File: src/rtl/tx8b10b_pkg.sv
// rtl/tx8b10b_pkg.sv - K-code constants, framer state encodings, CRC helper
// CRC states, constants and helper exist only when TX_CRC_EN is defined.
package tx8b10b_pkg;

  localparam logic [7:0] K28_5 = 8'hBC;
  localparam logic [7:0] K27_7 = 8'hFB;
  localparam logic [7:0] K29_7 = 8'hFD;
  localparam logic [7:0] K30_7 = 8'hFE;

  typedef enum logic [2:0] {
    ST_IDLE = 3'd0,
    ST_SOF  = 3'd1,
    ST_DATA = 3'd2,
    ST_EOF  = 3'd3
`ifdef TX_CRC_EN
    ,
    ST_CRCH = 3'd4,
    ST_CRCL = 3'd5
`endif
  } state_t;

`ifdef TX_CRC_EN
  localparam logic [15:0] CRC_POLY = 16'h1021;
  localparam logic [15:0] CRC_INIT = 16'hFFFF;

  // MSB-first CRC-16/CCITT-FALSE update for one byte
  function automatic logic [15:0] crc16_byte(input logic [15:0] crc, input logic [7:0] data);
    logic [15:0] c;
    c = crc ^ {data, 8'h00};
    for (int i = 0; i < 8; i++) begin
      c = c[15] ? ({c[14:0], 1'b0} ^ CRC_POLY) : {c[14:0], 1'b0};
    end
    return c;
  endfunction
`endif

endpackage

File: src/rtl/tx_ser10.sv
// rtl/tx_ser10.sv - bit-period divider and 10-bit MSB-first serialiser
// load is high on the last clock of the last bit of a symbol.
module tx_ser10 #(
  parameter logic [3:0] BIT_DIV = 4'd1
) (
  input  logic       clk,
  input  logic       rst,
  input  logic [9:0] code,
  output logic       load,
  output logic       ser_bit
);

  logic [3:0] div_q;
  logic [3:0] bit_q;
  logic [9:0] shreg_q;
  logic       period_end;

  assign period_end = (div_q == BIT_DIV - 4'd1);
  assign load       = period_end && (bit_q == 4'd9);
  assign ser_bit    = shreg_q[9];

  always_ff @(posedge clk) begin
    if (rst) begin
      // preset so the first clock after reset release is a load
      div_q   <= BIT_DIV - 4'd1;
      bit_q   <= 4'd9;
      shreg_q <= '0;
    end else if (period_end) begin
      div_q <= '0;
      if (load) begin
        bit_q   <= '0;
        shreg_q <= code;
      end else begin
        bit_q   <= bit_q + 4'd1;
        shreg_q <= {shreg_q[8:0], 1'b0};
      end
    end else begin
      div_q <= div_q + 4'd1;
    end
  end

endmodule

File: src/rtl/tx_8b10b_framer.sv
// rtl/tx_8b10b_framer.sv - frames bytes as SOF/data/EOF with K28.5 idles, holds RD, drives serialiser
// Defining TX_CRC_EN appends a CRC-16/CCITT-FALSE (high, low byte) before EOF.
module tx_8b10b_framer
  import tx8b10b_pkg::*;
#(
  parameter logic [3:0] BIT_DIV  = 4'd1,
  parameter logic [3:0] MIN_IDLE = 4'd2
) (
  input  logic       i_Clk,
  input  logic       i_Rst,
  input  logic [7:0] i_TxData,
  input  logic       i_TxValid,
  input  logic       i_TxLast,
  output logic       o_TxReady,
  output logic [7:0] o_EncData,
  output logic       o_EncK,
  output logic       o_EncDisp,
  input  logic [9:0] i_EncData10,
  input  logic       i_EncDisp,
  input  logic       i_EncKErr,
  output logic       o_SerBit,
  output logic       o_SymStrb,
  output logic       o_Underrun,
  output logic       o_KErr
);

  state_t     state_q, state_d;
  logic [3:0] idle_q, idle_d, idle_inc;
  logic       rd_q, kerr_q, strb_q, undr_q, undr_d;
  logic       load, ready;
  logic [7:0] sym_data;
  logic       sym_k;
`ifdef TX_CRC_EN
  logic [15:0] crc_q, crc_d;
`endif

  tx_ser10 #(.BIT_DIV(BIT_DIV)) u_ser (
    .clk     (i_Clk),
    .rst     (i_Rst),
    .code    (i_EncData10),
    .load    (load),
    .ser_bit (o_SerBit)
  );

  assign idle_inc = (idle_q == 4'd15) ? idle_q : idle_q + 4'd1;

  always_comb begin
    state_d  = state_q;
    idle_d   = idle_q;
    sym_data = K28_5;
    sym_k    = 1'b1;
    ready    = 1'b0;
    undr_d   = 1'b0;
`ifdef TX_CRC_EN
    crc_d    = crc_q;
`endif
    case (state_q)
      ST_IDLE: begin
        idle_d = idle_inc;
        if ((idle_inc >= MIN_IDLE) && i_TxValid) state_d = ST_SOF;
      end
      ST_SOF: begin
        sym_data = K27_7;
        state_d  = ST_DATA;
`ifdef TX_CRC_EN
        crc_d    = CRC_INIT;
`endif
      end
      ST_DATA: begin
        ready = 1'b1;
        if (i_TxValid) begin
          sym_data = i_TxData;
          sym_k    = 1'b0;
`ifdef TX_CRC_EN
          crc_d    = crc16_byte(crc_q, i_TxData);
          if (i_TxLast) state_d = ST_CRCH;
`else
          if (i_TxLast) state_d = ST_EOF;
`endif
        end else begin
          // underrun: abort marker replaces the missing byte
          sym_data = K30_7;
          undr_d   = 1'b1;
          idle_d   = 4'd0;
          state_d  = ST_IDLE;
        end
      end
`ifdef TX_CRC_EN
      ST_CRCH: begin
        sym_data = crc_q[15:8];
        sym_k    = 1'b0;
        state_d  = ST_CRCL;
      end
      ST_CRCL: begin
        sym_data = crc_q[7:0];
        sym_k    = 1'b0;
        state_d  = ST_EOF;
      end
`endif
      ST_EOF: begin
        sym_data = K29_7;
        idle_d   = 4'd0;
        state_d  = ST_IDLE;
      end
      default: state_d = ST_IDLE;
    endcase
  end

  always_ff @(posedge i_Clk) begin
    if (i_Rst) begin
      state_q <= ST_IDLE;
      idle_q  <= MIN_IDLE;
      rd_q    <= 1'b0;
      kerr_q  <= 1'b0;
      strb_q  <= 1'b0;
      undr_q  <= 1'b0;
`ifdef TX_CRC_EN
      crc_q   <= CRC_INIT;
`endif
    end else begin
      strb_q <= load;
      undr_q <= load && undr_d;
      if (load) begin
        state_q <= state_d;
        idle_q  <= idle_d;
        rd_q    <= i_EncDisp;
`ifdef TX_CRC_EN
        crc_q   <= crc_d;
`endif
        if (i_EncKErr) kerr_q <= 1'b1;
      end
    end
  end

  // the serialiser counters sit at a load position during reset, so gate the symbol path
  assign o_TxReady  = ready && load && !i_Rst;
  assign o_EncData  = i_Rst ? 8'h00 : sym_data;
  assign o_EncK     = sym_k && !i_Rst;
  assign o_EncDisp  = rd_q;
  assign o_SymStrb  = strb_q;
  assign o_Underrun = undr_q;
  assign o_KErr     = kerr_q;

endmodule

File: config.mk
export PLATFORM = sky130hd
export DESIGN_NAME = tx_8b10b_framer
export DESIGN_NICKNAME = d
export VERILOG_FILES = /design/src/rtl/tx8b10b_pkg.sv /design/src/rtl/tx_ser10.sv /design/src/rtl/tx_8b10b_framer.sv
export SDC_FILE = /design/constraint.sdc
export NUM_CORES = 1
export LEC_CHECK = 0
export BUFFER_PORTS_ARGS = -buffer_cell sky130_fd_sc_hd__buf_2
export CORE_UTILIZATION = 51
export DETAILED_ROUTE_END_ITERATION = 6
export PLACE_DENSITY = 0.78
export SLEW_MARGIN = 20
export SYNTH_ARGS = -nofsm -noshare
export SYNTH_HDL_FRONTEND = slang
export SYNTH_SLANG_ARGS = --single-unit
File: constraint.sdc
create_clock -name i_Clk -period 1.65 [get_ports i_Clk]
set_input_delay 0.165 -clock i_Clk [delete_from_list [all_inputs] [get_ports i_Clk]]
set_output_delay 0.165 -clock i_Clk [all_outputs]
set_load 0.005 [all_outputs]
==> impl_metrics.env <==
export IMPL_status="complete, no violations"
export IMPL_rr_endpoint="state_q[1]"
export IMPL_dr_total_vias=1387
export IMPL_startpoint_type="flip-flop"
export IMPL_synth_compound_gate_area_share_pct=17.9
export IMPL_path_buf_inv=2
export IMPL_slowest_delay_ns=0.37
export IMPL_wirelength_um=3260
export IMPL_clock_sinks=28
export IMPL_slew_headroom_pct=71.0
export IMPL_most_common_layout_cells="buf_2, nor2_1, nand2_1"
export IMPL_ys_ff_latch=28
export IMPL_slowest_stage="dfxtp_2"
export IMPL_critPathTopFamily="simple AND/OR/NAND/NOR gates"
export IMPL_hold_depth=3
export IMPL_yosys_area_share_simple_pct=31.0
export IMPL_path_cells="inv_1, ha_2, and3b_2, nand2_1, nor3_1, buf_2"
export IMPL_reg2regPathDepth=5
export IMPL_cts_root_buffer="clkbuf_4"
export IMPL_grt_max_degree=27
export IMPL_grt_overflow=0
export IMPL_hold_path_startpoint="i_EncDisp"
export IMPL_drtPass1Iterations=4
export IMPL_die_area_sq_um=2960
export IMPL_row_count=18
export IMPL_hold_viol_final=0
export IMPL_synth_area_sq_um=1400
export IMPL_final_cell_count_no_fill=249
export IMPL_grtUsageMet2_pct=40.2
export IMPL_viasPerCell=5.57
export IMPL_pwr_density_cell_nw_per_um2=1190
export IMPL_critPathMaxFanout=4
export IMPL_drc=0
export IMPL_layout_min_cycle_time_ns=1.64
export IMPL_drv_slew=0
export IMPL_hold_path_class="input port to flip-flop"
export IMPL_timing_final_crit_share_pct=99.5
export IMPL_met1_usage_pct=25.9
export IMPL_cp_data_arrival_time_ns=1.48
export IMPL_dpl_hpwl_um=2410
export IMPL_synthFlopType="dfxtp_1"
export IMPL_initialDrtViolationCount=18
export IMPL_gp_congestion=0.859
export IMPL_worst_ep_required_time_ns=1.48
export IMPL_finalHoldWorstSlack_ns=0.0637
export IMPL_cap_violations=0
export IMPL_worst_pin_slew_ns=0.435
export IMPL_r2r_slack_ns=0.07
export IMPL_max_freq_mhz=609
export IMPL_leakage_nw=0.774
export IMPL_dieHeight_um=54.4
export IMPL_grtUsageMet3_pct=5.00
export IMPL_cts_tree="built"
export IMPL_drive_gt1_share_pct=31.5
export IMPL_path_class="flip-flop to output pin"
export IMPL_ir_drop_uv=913
export IMPL_synth_top_family_by_area="simple AND/OR/NAND/NOR gates"
export IMPL_finClkSkew_ns=0.00584
export IMPL_yosys_warnings=0
export IMPL_critPathCaptureType="output pin"
export IMPL_synth_xor_area_share_pct=1.25
export IMPL_synth_edf_count=0
export IMPL_start_util_pct=55.0
export IMPL_r2r_start="idle_q[1]"
export IMPL_ys_types=34
export IMPL_core_sq_um=2540
export IMPL_async_reset_ff_share_pct=0
export IMPL_area_growth_pct=24.2
export IMPL_final_antenna_net_count=0
export IMPL_cts_buffers_inserted=3
export IMPL_antenna_found_initial=0
export IMPL_ioPinCount=39
export IMPL_synthesis_instances=179
export IMPL_antenna_cells=0
export IMPL_syn_avg_cell_area_sq_um=7.81
export IMPL_synthMuxAreaShare_pct=0
export IMPL_clkTransAtPathRegs_ns=0.15
export IMPL_ys_seq_area_share_pct=40.1
export IMPL_hold_path_endpoint="o_EncDisp"
export IMPL_grt_pass1_vias=1209
export IMPL_grt_busiest_layer="met2"
export IMPL_grt_pass1_wl_um=4900
export IMPL_cts_buffer_depth=2
export IMPL_nNetsFinal=249
export IMPL_synth_nets=208
export IMPL_die_x_um=54.4
export IMPL_grt_util_all_layers_pct=22.6
export IMPL_dp_cells=244
export IMPL_rsz0062_at_grt="yes"
export IMPL_synth_fa_ha_area_share_pct=4.47
export IMPL_wl_per_cell_um=13.1
export IMPL_final_common_cell="buf_2"
export IMPL_finalSetupViolCount=0
export IMPL_cts_max_level=1
export IMPL_fin_util_pct=68.3
export IMPL_io_buffers=38
export IMPL_clock_latency_ns=0.33
==> synth_stat cells, types with 2 or more instances <==
| cell type | count | share of area [%] |
|---|---|---|
| and3_1 | 4 | 1.8 |
| nand3_1 | 5 | 1.8 |
| nand2_1 | 29 | 7.8 |
| inv_1 | 6 | 1.6 |
| a31oi_1 | 2 | 0.89 |
| dfxtp_1 | 28 | 40 |
| a311oi_1 | 9 | 5.6 |
| nor3_1 | 6 | 2.1 |
| nor2_1 | 30 | 8.1 |
| clkbuf_1 | 7 | 1.9 |
| a21oi_1 | 9 | 3.2 |
| nand3b_1 | 3 | 1.6 |
| o21ai_1 | 2 | 0.72 |
| and3b_1 | 2 | 1.3 |
| buf_2 | 5 | 1.8 |
| a211oi_1 | 2 | 1.1 |
| o211ai_1 | 2 | 1.1 |
| ha_1 | 5 | 4.5 |
| o21ai_0 | 6 | 2.1 |
| nand2b_1 | 3 | 1.3 |
==> worst max-delay path by stage <==
stage	slack, ns	cells past startpoint	from	to
6_report	0.009	6	u_ser.bit_q[1]	o_TxReady
5_1_grt	-0.08	6	u_ser.div_q[0]	o_TxReady
4_1_cts	-0.01	6	u_ser.bit_q[1]	o_TxReady
3_5_place_dp	0.02	6	u_ser.div_q[0]	idle_q[0]
3_3_place_gp	0.06	6	u_ser.div_q[0]	idle_q[0]
2_1_floorplan	0.13	7	u_ser.div_q[0]	idle_q[0]
==> power breakdown <==
group	internal, mW	switching (mW)	leakage (nW)	total (mW)
Sequential	0.801	0.103	0.232	0.904
Clock	0.246	0.202	0.0279	0.448
Combinational	0.328	0.384	0.514	0.712
==> layout make-up <==
cell class              count  area, sq um
clock buffers               3         22.5
clock inverters             1         30.0
fillers                   222          807
inverters                   6         22.5
multi-input cells         133          787
flip-flops and latches     28          573
well taps                  30         37.5
repair buffers             48          265
==> through the flow <==
step	worst slack, ns	cell area, sq um	total power, mW	setup TNS, ns
2_1_floorplan	0.131	1400	1.35	0
3_3_place_gp	0.0625	1640	1.54	0
3_5_place_dp	0.0240	1640	1.59	0
4_1_cts	-0.0125	1710	2.04	-0.0125
5_1_grt	-0.0767	1740	2.21	-0.147
6_report	0.00892	1740	2.06	0
==> layer usage <==
layer,share of wire (%),wire [um],vias to the layer above
met5,0,0,-
li1,-,-,699
met2,51,1660,64
met4,0.58,19,0
met3,7.5,244,4
met1,41,1330,620
==> state kept, by name (all words and copies together), names as in the netlist <==
| name | flops |
|---|---|
| o_KErr | 1 |
| state_q | 2 |
| o_SymStrb | 1 |
| u_ser.shreg_q | 10 |
| u_ser.bit_q | 4 |
| idle_q | 4 |
| o_EncDisp | 1 |
| u_ser.div_q | 4 |
| o_Underrun | 1 |
==> timing repair <==
action	in CTS	in global routing
gates cloned	0	0
hold buffers	0	0
gates resized for setup	4	12
pin swaps	0	1
setup buffers	1	0
setup endpoints to repair	4	16
==> tightest hold or removal path, delay by kind of cell <==
kind	cells	cell delay (ns)
AOI/OAI and AO/OA	1	0.05
and+or+nand+nor	1	0.05
buffers and inverters	1	0.09
==> cells by family after synthesis <==
kind of cell / after synthesis
AND/OR/NAND/NOR: 89
AO/OA/AOI/OAI: 37
flip-flops: 28
buffers and inverters: 18
adder cells (fa/ha/maj): 5
XOR/XNOR: 2
Note: power is estimated with default switching activity, not from simulation.
